## src/rtl/wb_pkg.sv

```systemverilog
// Shared definitions for the writeback/scoreboard stage.
// WB_N / WB_R / WB_D are the default data width, register index width and
// memory-result FIFO depth. wb_entry_t is one buffered memory result. Its
// field widths follow WB_N / WB_R.
package wb_pkg;

    localparam int WB_N = 32;
    localparam int WB_R = 7;
    localparam int WB_D = 4;

    typedef struct packed {
        logic [WB_R-1:0] rd;
        logic [WB_N-1:0] data;
    } wb_entry_t;

endpackage

```

## src/rtl/wb_fifo.sv

```systemverilog
// Small synchronous FIFO that holds memory results waiting for the write port.
// Ports:
//   clk, rst_n      clock, asynchronous active-low reset (empties the FIFO)
//   push, wdata     write one entry (the caller never pushes when full)
//   pop,  rdata     rdata is the current head; pop advances past it
//   full, empty     derived from the registered occupancy
//   count           occupancy, 0..D
// The pointers are one bit wider than the index. Equal pointers mean empty.
// Indices that are equal but differ in the MSB mean full.
module wb_fifo #(
    parameter int W = 39,
    parameter int D = 4,
    localparam int AW = $clog2(D)
) (
    input  logic         clk,
    input  logic         rst_n,
    input  logic         push,
    input  logic         pop,
    input  logic [W-1:0] wdata,
    output logic [W-1:0] rdata,
    output logic         full,
    output logic         empty,
    output logic [AW:0]  count
);

    logic [W-1:0] mem [D];
    logic [AW:0]  wptr;
    logic [AW:0]  rptr;

    always_ff @(posedge clk or negedge rst_n) begin
        if (!rst_n) begin
            wptr <= '0;
            rptr <= '0;
        end else begin
            if (push) wptr <= wptr + 1'b1;
            if (pop)  rptr <= rptr + 1'b1;
        end
    end

    // Storage needs no reset: after reset the pointers make every slot invalid.
    always_ff @(posedge clk) begin
        if (push) mem[wptr[AW-1:0]] <= wdata;
    end

    assign rdata = mem[rptr[AW-1:0]];
    assign count = wptr - rptr;
    assign empty = (wptr == rptr);
    assign full  = (count == (AW+1)'(D));

endmodule

```

## src/rtl/wb_scoreboard.sv

```systemverilog
// Writeback / scoreboard stage in front of the register file write port.
// Keeps one busy bit per register. It stalls issue on RAW and WAW hazards.
// It merges ALU results and memory results onto one registered write port.
// Ports:
//   clk, rst_n                   clock, asynchronous active-low reset
//   issueValid/Rs1/Rs2/Rd/Wr     decode request
//   issueStall                   decode must hold the instruction (combinational)
//   aluValid/aluReg/aluData      ALU result; always accepted, has priority
//   memValid/memReg/memData      memory result
//   memReady                     handshake back to the memory unit
//   regWrite/writeReg/writeData  registered register file write port
//   busyVec                      busy bits, for debug
// Optional: define WB_SCOREBOARD_PERF_EN to add the stallCycles and
// fifoHighWater counters.
// The FIFO entry type comes from wb_pkg. Overriding n or r therefore also
// needs matching package defaults.
module wb_scoreboard
    import wb_pkg::*;
#(
    parameter int n = WB_N,
    parameter int r = WB_R,
    parameter int D = WB_D
) (
    input  logic              clk,
    input  logic              rst_n,
    input  logic              issueValid,
    input  logic [r-1:0]      issueRs1,
    input  logic [r-1:0]      issueRs2,
    input  logic [r-1:0]      issueRd,
    input  logic              issueWr,
    output logic              issueStall,
    input  logic              aluValid,
    input  logic [r-1:0]      aluReg,
    input  logic [n-1:0]      aluData,
    input  logic              memValid,
    output logic              memReady,
    input  logic [r-1:0]      memReg,
    input  logic [n-1:0]      memData,
    output logic              regWrite,
    output logic [r-1:0]      writeReg,
    output logic [n-1:0]      writeData,
    output logic [2**r-1:0]   busyVec
`ifdef WB_SCOREBOARD_PERF_EN
    ,
    output logic [31:0]       stallCycles,
    output logic [$clog2(D):0] fifoHighWater
`endif
);

    localparam int CW = $clog2(D) + 1;

    logic          fifo_full;
    logic          fifo_empty;
    logic [CW-1:0] fifo_count;
    logic          fifo_push;
    logic          fifo_pop;
    wb_entry_t     push_entry;
    wb_entry_t     head;
    logic [$bits(wb_entry_t)-1:0] head_raw;

    logic          mem_xfer;
    logic          issue_set;
    logic          sel_valid;
    logic [r-1:0]  sel_reg;
    logic [n-1:0]  sel_data;
    logic [2**r-1:0] busy_next;

    assign issueStall = issueValid &&
                        ((busyVec[issueRs1] && issueRs1 != '0) ||
                         (busyVec[issueRs2] && issueRs2 != '0) ||
                         (issueWr && busyVec[issueRd]));
    assign issue_set  = issueValid && !issueStall && issueWr && issueRd != '0;

    // memReady uses the registered count. A full FIFO still refuses a new
    // result in a cycle that also pops.
    assign memReady   = !fifo_full;
    assign mem_xfer   = memValid && memReady;
    assign fifo_pop   = !aluValid && !fifo_empty;
    // A memory result skips the FIFO only if nothing is queued ahead of it
    // and the ALU is not using the port this cycle.
    assign fifo_push  = mem_xfer && (aluValid || !fifo_empty);

    assign push_entry.rd   = memReg;
    assign push_entry.data = memData;
    assign head            = wb_entry_t'(head_raw);

    wb_fifo #(.W($bits(wb_entry_t)), .D(D)) u_fifo (
        .clk   (clk),
        .rst_n (rst_n),
        .push  (fifo_push),
        .pop   (fifo_pop),
        .wdata (push_entry),
        .rdata (head_raw),
        .full  (fifo_full),
        .empty (fifo_empty),
        .count (fifo_count)
    );

    always_comb begin
        sel_valid = 1'b0;
        sel_reg   = '0;
        sel_data  = '0;
        if (aluValid) begin
            sel_valid = 1'b1;
            sel_reg   = aluReg;
            sel_data  = aluData;
        end else if (!fifo_empty) begin
            sel_valid = 1'b1;
            sel_reg   = head.rd;
            sel_data  = head.data;
        end else if (mem_xfer) begin
            sel_valid = 1'b1;
            sel_reg   = memReg;
            sel_data  = memData;
        end
    end

    // The clear comes first so that a set on the same edge wins. Register 0
    // is forced idle.
    always_comb begin
        busy_next = busyVec;
        if (regWrite)  busy_next[writeReg] = 1'b0;
        if (issue_set) busy_next[issueRd]  = 1'b1;
        busy_next[0] = 1'b0;
    end

    always_ff @(posedge clk or negedge rst_n) begin
        if (!rst_n) begin
            regWrite  <= 1'b0;
            writeReg  <= '0;
            writeData <= '0;
            busyVec   <= '0;
        end else begin
            busyVec  <= busy_next;
            regWrite <= sel_valid && (sel_reg != '0);
            if (sel_valid && sel_reg != '0) begin
                writeReg  <= sel_reg;
                writeData <= sel_data;
            end
        end
    end

`ifdef WB_SCOREBOARD_PERF_EN
    always_ff @(posedge clk or negedge rst_n) begin
        if (!rst_n) begin
            stallCycles   <= '0;
            fifoHighWater <= '0;
        end else begin
            if (issueStall && stallCycles != '1) stallCycles <= stallCycles + 1'b1;
            if (fifo_count > fifoHighWater)      fifoHighWater <= fifo_count;
        end
    end
`endif

endmodule

```

## config.mk

```make
export PLATFORM = sky130hd
export DESIGN_NAME = wb_scoreboard
export DESIGN_NICKNAME = d
export VERILOG_FILES = /design/src/rtl/wb_pkg.sv /design/src/rtl/wb_fifo.sv /design/src/rtl/wb_scoreboard.sv
export SDC_FILE = /design/constraint.sdc
export NUM_CORES = 1
export LEC_CHECK = 0
export BUFFER_PORTS_ARGS = -buffer_cell sky130_fd_sc_hd__buf_2
export CAP_MARGIN = 20
export CELL_PAD_IN_SITES_DETAIL_PLACEMENT = 0
export CELL_PAD_IN_SITES_GLOBAL_PLACEMENT = 1
export CORE_UTILIZATION = 50
export CTS_BUF_LIST = sky130_fd_sc_hd__clkbuf_16
export DETAILED_ROUTE_END_ITERATION = 6
export PLACE_DENSITY_LB_ADDON = 0.12
export SKIP_CTS_REPAIR_TIMING = 1
export SYNTH_ARGS = -nofsm -noshare
export SYNTH_HDL_FRONTEND = slang
export SYNTH_SLANG_ARGS = --single-unit
```

## constraint.sdc

```tcl
create_clock -name clk -period 6.7 [get_ports clk]
set_input_delay 0.67 -clock clk [delete_from_list [all_inputs] [get_ports clk]]
set_output_delay 0.67 -clock clk [all_outputs]
set_load 0.01 [all_outputs]
```

==> summary.md, run 1 <==
| Metric | Value |
|---|---|
| DR vias/cell | `6.815` |
| First-pass DRT Iterations | `5` |
| Most common cell in the netlist | `o21ai_0` |
| Worst clock skew | `0.01864 ns` |
| Final Core Density | `59.62%` |
| Area share of xor/xnor cells in the synthesized design | `0.3036%` |
| DRC Markers | `0` |
| Register bit total from synthesis | `329` |
| Placed cell area | `0.01894 mm²` |
| Placement Setup Slack | `1.827 ns` |
| Area Growth Syn to Fin | `16.38%` |
| Reg-to-reg startpoint | `u_fifo.rptr[1]` |
| Vias in the first global route | `13600` |
| Area contributors post-synth | `edfxtp_1 27%, dfrtp_1 25%, mux4_2 14%, o21ai_0 5.5%, mux2_2 3.5%` |
| CTS tree | `built` |
| TritonCTS Sinks | `329` |
| Total GRT Usage | `32.75%` |
| CTS Buf Count | `37` |
| Worst r2r path cells | `10` |
| Top cell type's share of synthesized area | `27.07%` |
| Final Cycle Share | `68.41%` |
| Unrepaired setup endpoints after global routing | `no` |
| Initial core utilization | `51.23%` |
| Setup TNS | `0 ns` |
| Worst hold slack | `0.04578 ns` |
| Mux cell area share after synthesis | `19.56%` |
| Worst reg2reg path endpoint | `writeData[9]` |
| Critical path class | `in -> out` |
| PD cells | `458.0 mW/mm²` |
| EDFF count, synth | `156` |
| Final setup fails | `0` |
| Slew headroom | `22.48%` |
| Critical Path Sink Type | `primary output` |
| Post-Route WL | `57.65 mm` |
| Synth warnings | `0` |
| Max_cap viols | `0` |
| First-pass GRT wire length | `86.67 mm` |
| Setup crit start kind | `input pin` |
| Clock transition at path regs | `0.06 ns` |
| CP Data Required Time | `6.03 ns` |
| Syn nets | `1441` |
| Adder-cell share of the synthesized area | `0.5061%` |
| Layout cell share with drive strength beyond 1 | `35.80%` |
| Tmin final | `4.584 ns` |
| Worst-Margin Slew | `1.158 ns` |
| Routed vias | `13760` |
| WL/cell | `28.55 µm` |
| Worst Hold Class | `in -> async` |
| Setup WS post-layout | `2.116 ns` |
| Post-synth cell types | `73` |
| Mapped cell area | `0.01731 mm²` |
| Status | `finished, final reports clean` |
| Seq/Total Area, Yosys | `52.08%` |
| Post-synth top area cell | `edfxtp_1` |
| Post-synthesis async set-or-reset flop share | `52.58%` |
| Max Slew Vio Count | `0` |
| Htree depth | `2` |
| Iteration-0 DRC Markers | `1510` |
| # nets final | `1651` |
| Combinational family with the most area after synthesis | `multiplexers` |
| FMAX | `218.2 MHz` |
| PortBufs | `273` |
| P_leak | `7.414 nW` |
| DP Wirelength | `38.24 mm` |
| Core area | `0.03378 mm²` |
| R2R Setup Slk | `2.30 ns` |
| Die W | `188.0 µm` |
| DIE AREA | `0.03536 mm²` |
| Max Buffers Root-to-Sink | `3` |
| Chip height | `188.0 µm` |
| Simple-Gate Fraction of Synth Area | `6.080%` |
| Root Driver | `clkbuf_16` |
| Grt ovf | `0` |
| Num ports | `275` |
| Mapped Cells | `1329` |
| Antenna Nets Post-Route | `0` |
| Avg Synthesized Cell Area | `13.02 µm²` |
| Compound-Gate Fraction of Synth Area | `18.02%` |
| Clock Latency Late Sink | `0.53 ns` |
| Final Wtd Congestion | `0.9890` |
| Top_reg_cell synth | `dfrtp_1` |
| Worst-path fanout max | `31` |
| Placement Rows | `67` |
| Initial antenna violation count | `5` |
| Max IR drop VDD | `280.1 µV` |
| Final Hold Violating Endpoints | `0` |
| Largest net degree at the start of global routing | `75` |
| Finished Cell Area | `0.02014 mm²` |
| Worst path arrival time | `3.91 ns` |
| Synth top cells by count | `190 x o21ai_0, 173 x dfrtp_1, 156 x edfxtp_1` |
kinds of logic after synthesis:
family	count (synthesis)
and+or+nand+nor	209
xor gates and xnor gates	6
AOI/OAI and AO/OA	433
DFF	329
muxes	199
buffers and inverters	145
other	1
adders and majority gates	7
registers in the layout (all words and copies together) (netlist names):
register     cells
busyVec        127
regWrite         1
u_fifo.mem     156
u_fifo.rptr      3
u_fifo.wptr      3
writeData       32
writeReg         7
how the worst max path moves through the flow:
| stage | from | to | slack, ns | depth (start not counted) |
|---|---|---|---|---|
| after floorplan | u_fifo.rptr[1] | writeData[28] | 2.96 | 13 |
| after global placement | issueRs2[0] | busyVec[68] | 2.00 | 8 |
| after detailed placement | issueRs2[0] | busyVec[120] | 1.83 | 8 |
| after CTS | u_fifo.rptr[1] | writeData[24] | 2.12 | 10 |
| after global routing | u_fifo.rptr[1] | writeData[9] | 1.99 | 9 |
| final | issueRd[1] | issueStall | 2.12 | 9 |
critical path: stages:
cell and delay, ns:
buf_2 0.59, nor2b_1 0.86, a221oi_1 0.23, o221ai_1 0.24, a211oi_1 0.11, or2_2 0.46
nor4b_1 0.36, o21a_1 0.22, buf_2 0.15
cell usage in the layout (no fill, tap or decap), types with 35 or more instances in the layout:
master / instances
o31ai_1: 35
buf_2: 272
mux2i_1: 39
edfxtp_1: 156
o41ai_1: 60
dfrtp_1: 171
nand2_1: 77
o21ai_0: 190
clkbuf_16: 38
mux2_2: 54
mux4_2: 106
a22oi_1: 39
cell type report:
type | instances | area (µm²)
sequential | 329 | 9016
tap | 448 | 560.5
clock inverter | 29 | 188.9
multi-input combinational | 855 | 7749
fill | 2765 | 13640
antenna | 4 | 10.01
timing repair buffer | 297 | 1594
clock buffer | 38 | 950.9
inverter | 19 | 71.32
per-layer routing:
metal	GRT usage (%)	wire length (µm)	up-vias
li1	-	-	5803
met1	43.09	21980	6970
met2	51.04	26900	821
met3	7.393	5672	161
met4	16.85	3077	4
met5	0	18	-
power by group:
| part | leakage [nW] | internal [mW] | switching (mW) | total (mW) |
|---|---|---|---|---|
| clock | 0.597 | 1.11 | 0.809 | 1.92 |
| sequential | 3.32 | 2.88 | 0.818 | 3.70 |
| combinational | 3.50 | 1.63 | 1.98 | 3.61 |
| total | 7.41 | 5.62 | 3.60 | 9.22 |
through the flow:
| step | cells | power, mW |
|---|---|---|
| global route | 2015 | 9.689 |
| CTS | 2012 | 9.217 |
| global placement | 1944 | 7.219 |
| finish | 2019 | 9.225 |
| detailed placement | 1945 | 7.297 |
| floorplan | 1329 | 5.724 |
Note: power is estimated with default switching activity, not from simulation.
==> run 2: changes to the inputs <==
--- a/config.mk
+++ b/config.mk
@@ -9,7 +9,7 @@
 export CAP_MARGIN = 20
 export CELL_PAD_IN_SITES_DETAIL_PLACEMENT = 0
 export CELL_PAD_IN_SITES_GLOBAL_PLACEMENT = 1
-export CORE_UTILIZATION = 50
+export CORE_UTILIZATION = 47
 export CTS_BUF_LIST = sky130_fd_sc_hd__clkbuf_16
 export DETAILED_ROUTE_END_ITERATION = 6
 export PLACE_DENSITY_LB_ADDON = 0.12
==> constraint.sdc (replaced) <==
create_clock -name clk -period 4.35 [get_ports clk]
set_input_delay 0.435 -clock clk [delete_from_list [all_inputs] [get_ports clk]]
set_output_delay 0.435 -clock clk [all_outputs]
set_load 0.01 [all_outputs]
==> summary.md, run 2 (synthesized netlist as in run 1, its figures left out) <==
| Metric | Value |
|---|---|
| Placement Setup Slack | `0.6256 ns` |
| PortBufs | `273` |
| Largest register FFs | `156` |
| Chip height | `193.9 µm` |
| R2R Setup Slk | `1.04 ns` |
| Initial core utilization | `48.19%` |
| Htree depth | `2` |
| Largest net degree at the start of global routing | `107` |
| Layout cell share with drive strength beyond 1 | `36.19%` |
| TritonCTS Sinks | `329` |
| P_leak | `7.518 nW` |
| CTS tree | `built` |
| Max_cap viols | `0` |
| Worst path arrival time | `3.33 ns` |
| Max incr delay on CP | `0.68 ns` |
| Final setup fails | `0` |
| Post-Route WL | `60.03 mm` |
| Grt ovf | `0` |
| Tot Pwr | `14.40 mW` |
| DRC Markers | `0` |
| Clock transition at path regs | `0.06 ns` |
| First-pass GRT wire length | `89.91 mm` |
| Slew headroom | `24.79%` |
| Clk network pwr share | `20.7%` |
| # nets final | `1672` |
| Final Core Density | `56.68%` |
| Tmin final | `3.761 ns` |
| Root Driver | `clkbuf_16` |
| Critical Path Sink Type | `primary output` |
| Total internal power | `8.675 mW` |
| Unrepaired setup endpoints after global routing | `no` |
| DR vias/cell | `6.729` |
| Initial antenna violation count | `2` |
| Worst-Margin Slew | `1.125 ns` |
| Commonest non-fill, non-tap cell in the layout | `buf_2` |
| Cell Chain, Critical Path | `buf_2 -> nor2b_1 -> a311o_1 -> a211oi_1 -> a311oi_1 -> o32ai_2 -> nor4b_1 -> o21a_1 -> buf_2` |
| Worst clock skew | `0.01448 ns` |
| DIE AREA | `0.03759 mm²` |
| PD cells | `707.6 mW/mm²` |
| Setup WS post-layout | `0.5887 ns` |
| Max Buffers Root-to-Sink | `3` |
| Combinational Power Share | `38.8%` |
| Worst Hold Class | `in -> reg` |
| Antenna Nets Post-Route | `0` |
| Final Wtd Congestion | `1.005` |
| Setup crit start kind | `input pin` |
| CTS Buf Count | `37` |
| DP Wirelength | `41.30 mm` |
| Num ports | `275` |
| Switch Pwr | `5.729 mW` |
| Sw Ratio | `39.78%` |
| Setup TNS | `0 ns` |
| Most used cell, CP | `buf_2` |
| Iteration-0 DRC Markers | `1388` |
| Clock Latency Late Sink | `0.54 ns` |
| Status | `finished, final reports clean` |
| Total GRT Usage | `31.90%` |
| WL/cell | `29.31 µm` |
| Max Slew Vio Count | `0` |
| First-pass DRT Iterations | `6` |
| Filler cells | `3091` |
| Worst-path fanout max | `34` |
| Final Hold Violating Endpoints | `0` |
| Max IR drop VDD | `413.4 µV` |
| Vias in the first global route | `13450` |
| Routed vias | `13780` |
| Critical path class | `in -> out` |
| Final Cycle Share | `86.47%` |
| Sequential group share of total power | `40.5%` |
| Die W | `193.9 µm` |
| Commonest cells after routing, fill and taps aside | `272 x buf_2, 190 x o21ai_0, 171 x dfrtp_1` |
| CP Data Required Time | `3.91 ns` |
| CP max stage cell | `buf_2` |
| Area Growth Syn to Fin | `17.61%` |
| FMAX | `265.9 MHz` |
| Placement Rows | `69` |
| Core area | `0.03591 mm²` |
-- run 2: worst paths after layout --
path | cells after the start | startpoint | to
setup / recovery | 9 | issueRd[2] | issueStall
hold / removal | 1 | memData[28] | u_fifo.mem[3][28]
setup reg to reg | 10 | u_fifo.wptr[0] | writeData[31]
hold reg to reg | 1 | u_fifo.wptr[2] | u_fifo.wptr[2]
max in group asynchronous | 4 | rst_n | writeData[31]
min in group asynchronous | 2 | rst_n | busyVec[71]
-- run 2: critical path, delay by kind of cell --
family | cells | cell delay, ns
buffers and inverters | 2 | 0.82
AOI/OAI and AO/OA | 5 | 1.64
and+or+nand+nor | 2 | 0.39
-- run 2: routing by layer --
| layer | vias up | part of all wire, % | global-route usage [%] |
|---|---|---|---|
| met5 | - | 0.020 | 0 |
| met4 | 2 | 4.5 | 13.40 |
| met3 | 154 | 9.2 | 7.271 |
| met2 | 825 | 47 | 50.03 |
| met1 | 6948 | 40 | 42.92 |
| li1 | 5853 | - | - |
-- run 2: area by class of cell --
class                           count  area (µm²)  share of cell area, %
Antenna cell                        1       2.502                0.01229
Clock buffer                       38       950.9                  4.672
Clock inverter                     27       197.7                 0.9712
Inverter                           19       71.32                 0.3504
Timing Repair Buffer              318        1803                  8.858
Sequential cell                   329        9016                  44.30
Tap cell                          461       576.8                  2.834
Multi-Input combinational cell    855        7736                  38.01
-- run 2: power by group through the flow --
stage                     registers, mW  clock network [mW]  logic (mW)
after floorplan                    5.52                   0        3.29
after global placement             5.79                   0        5.53
after detailed placement           5.82                   0        5.58
after CTS                          5.77                3.04        5.61
after global routing               5.91                3.16        6.03
final                              5.83                2.98        5.59
-- run 2: per-stage QoR --
stage                     instance area (µm²)  hold slack [ns]  instances
after CTS                               20300          0.09922       2044
after detailed placement                19150           0.4797       1979
after global placement                  19150           0.4742       1979
after global routing                    20350           0.1180       2047
final                                   20350           0.1334       2048
after floorplan                         17310           0.1394       1329
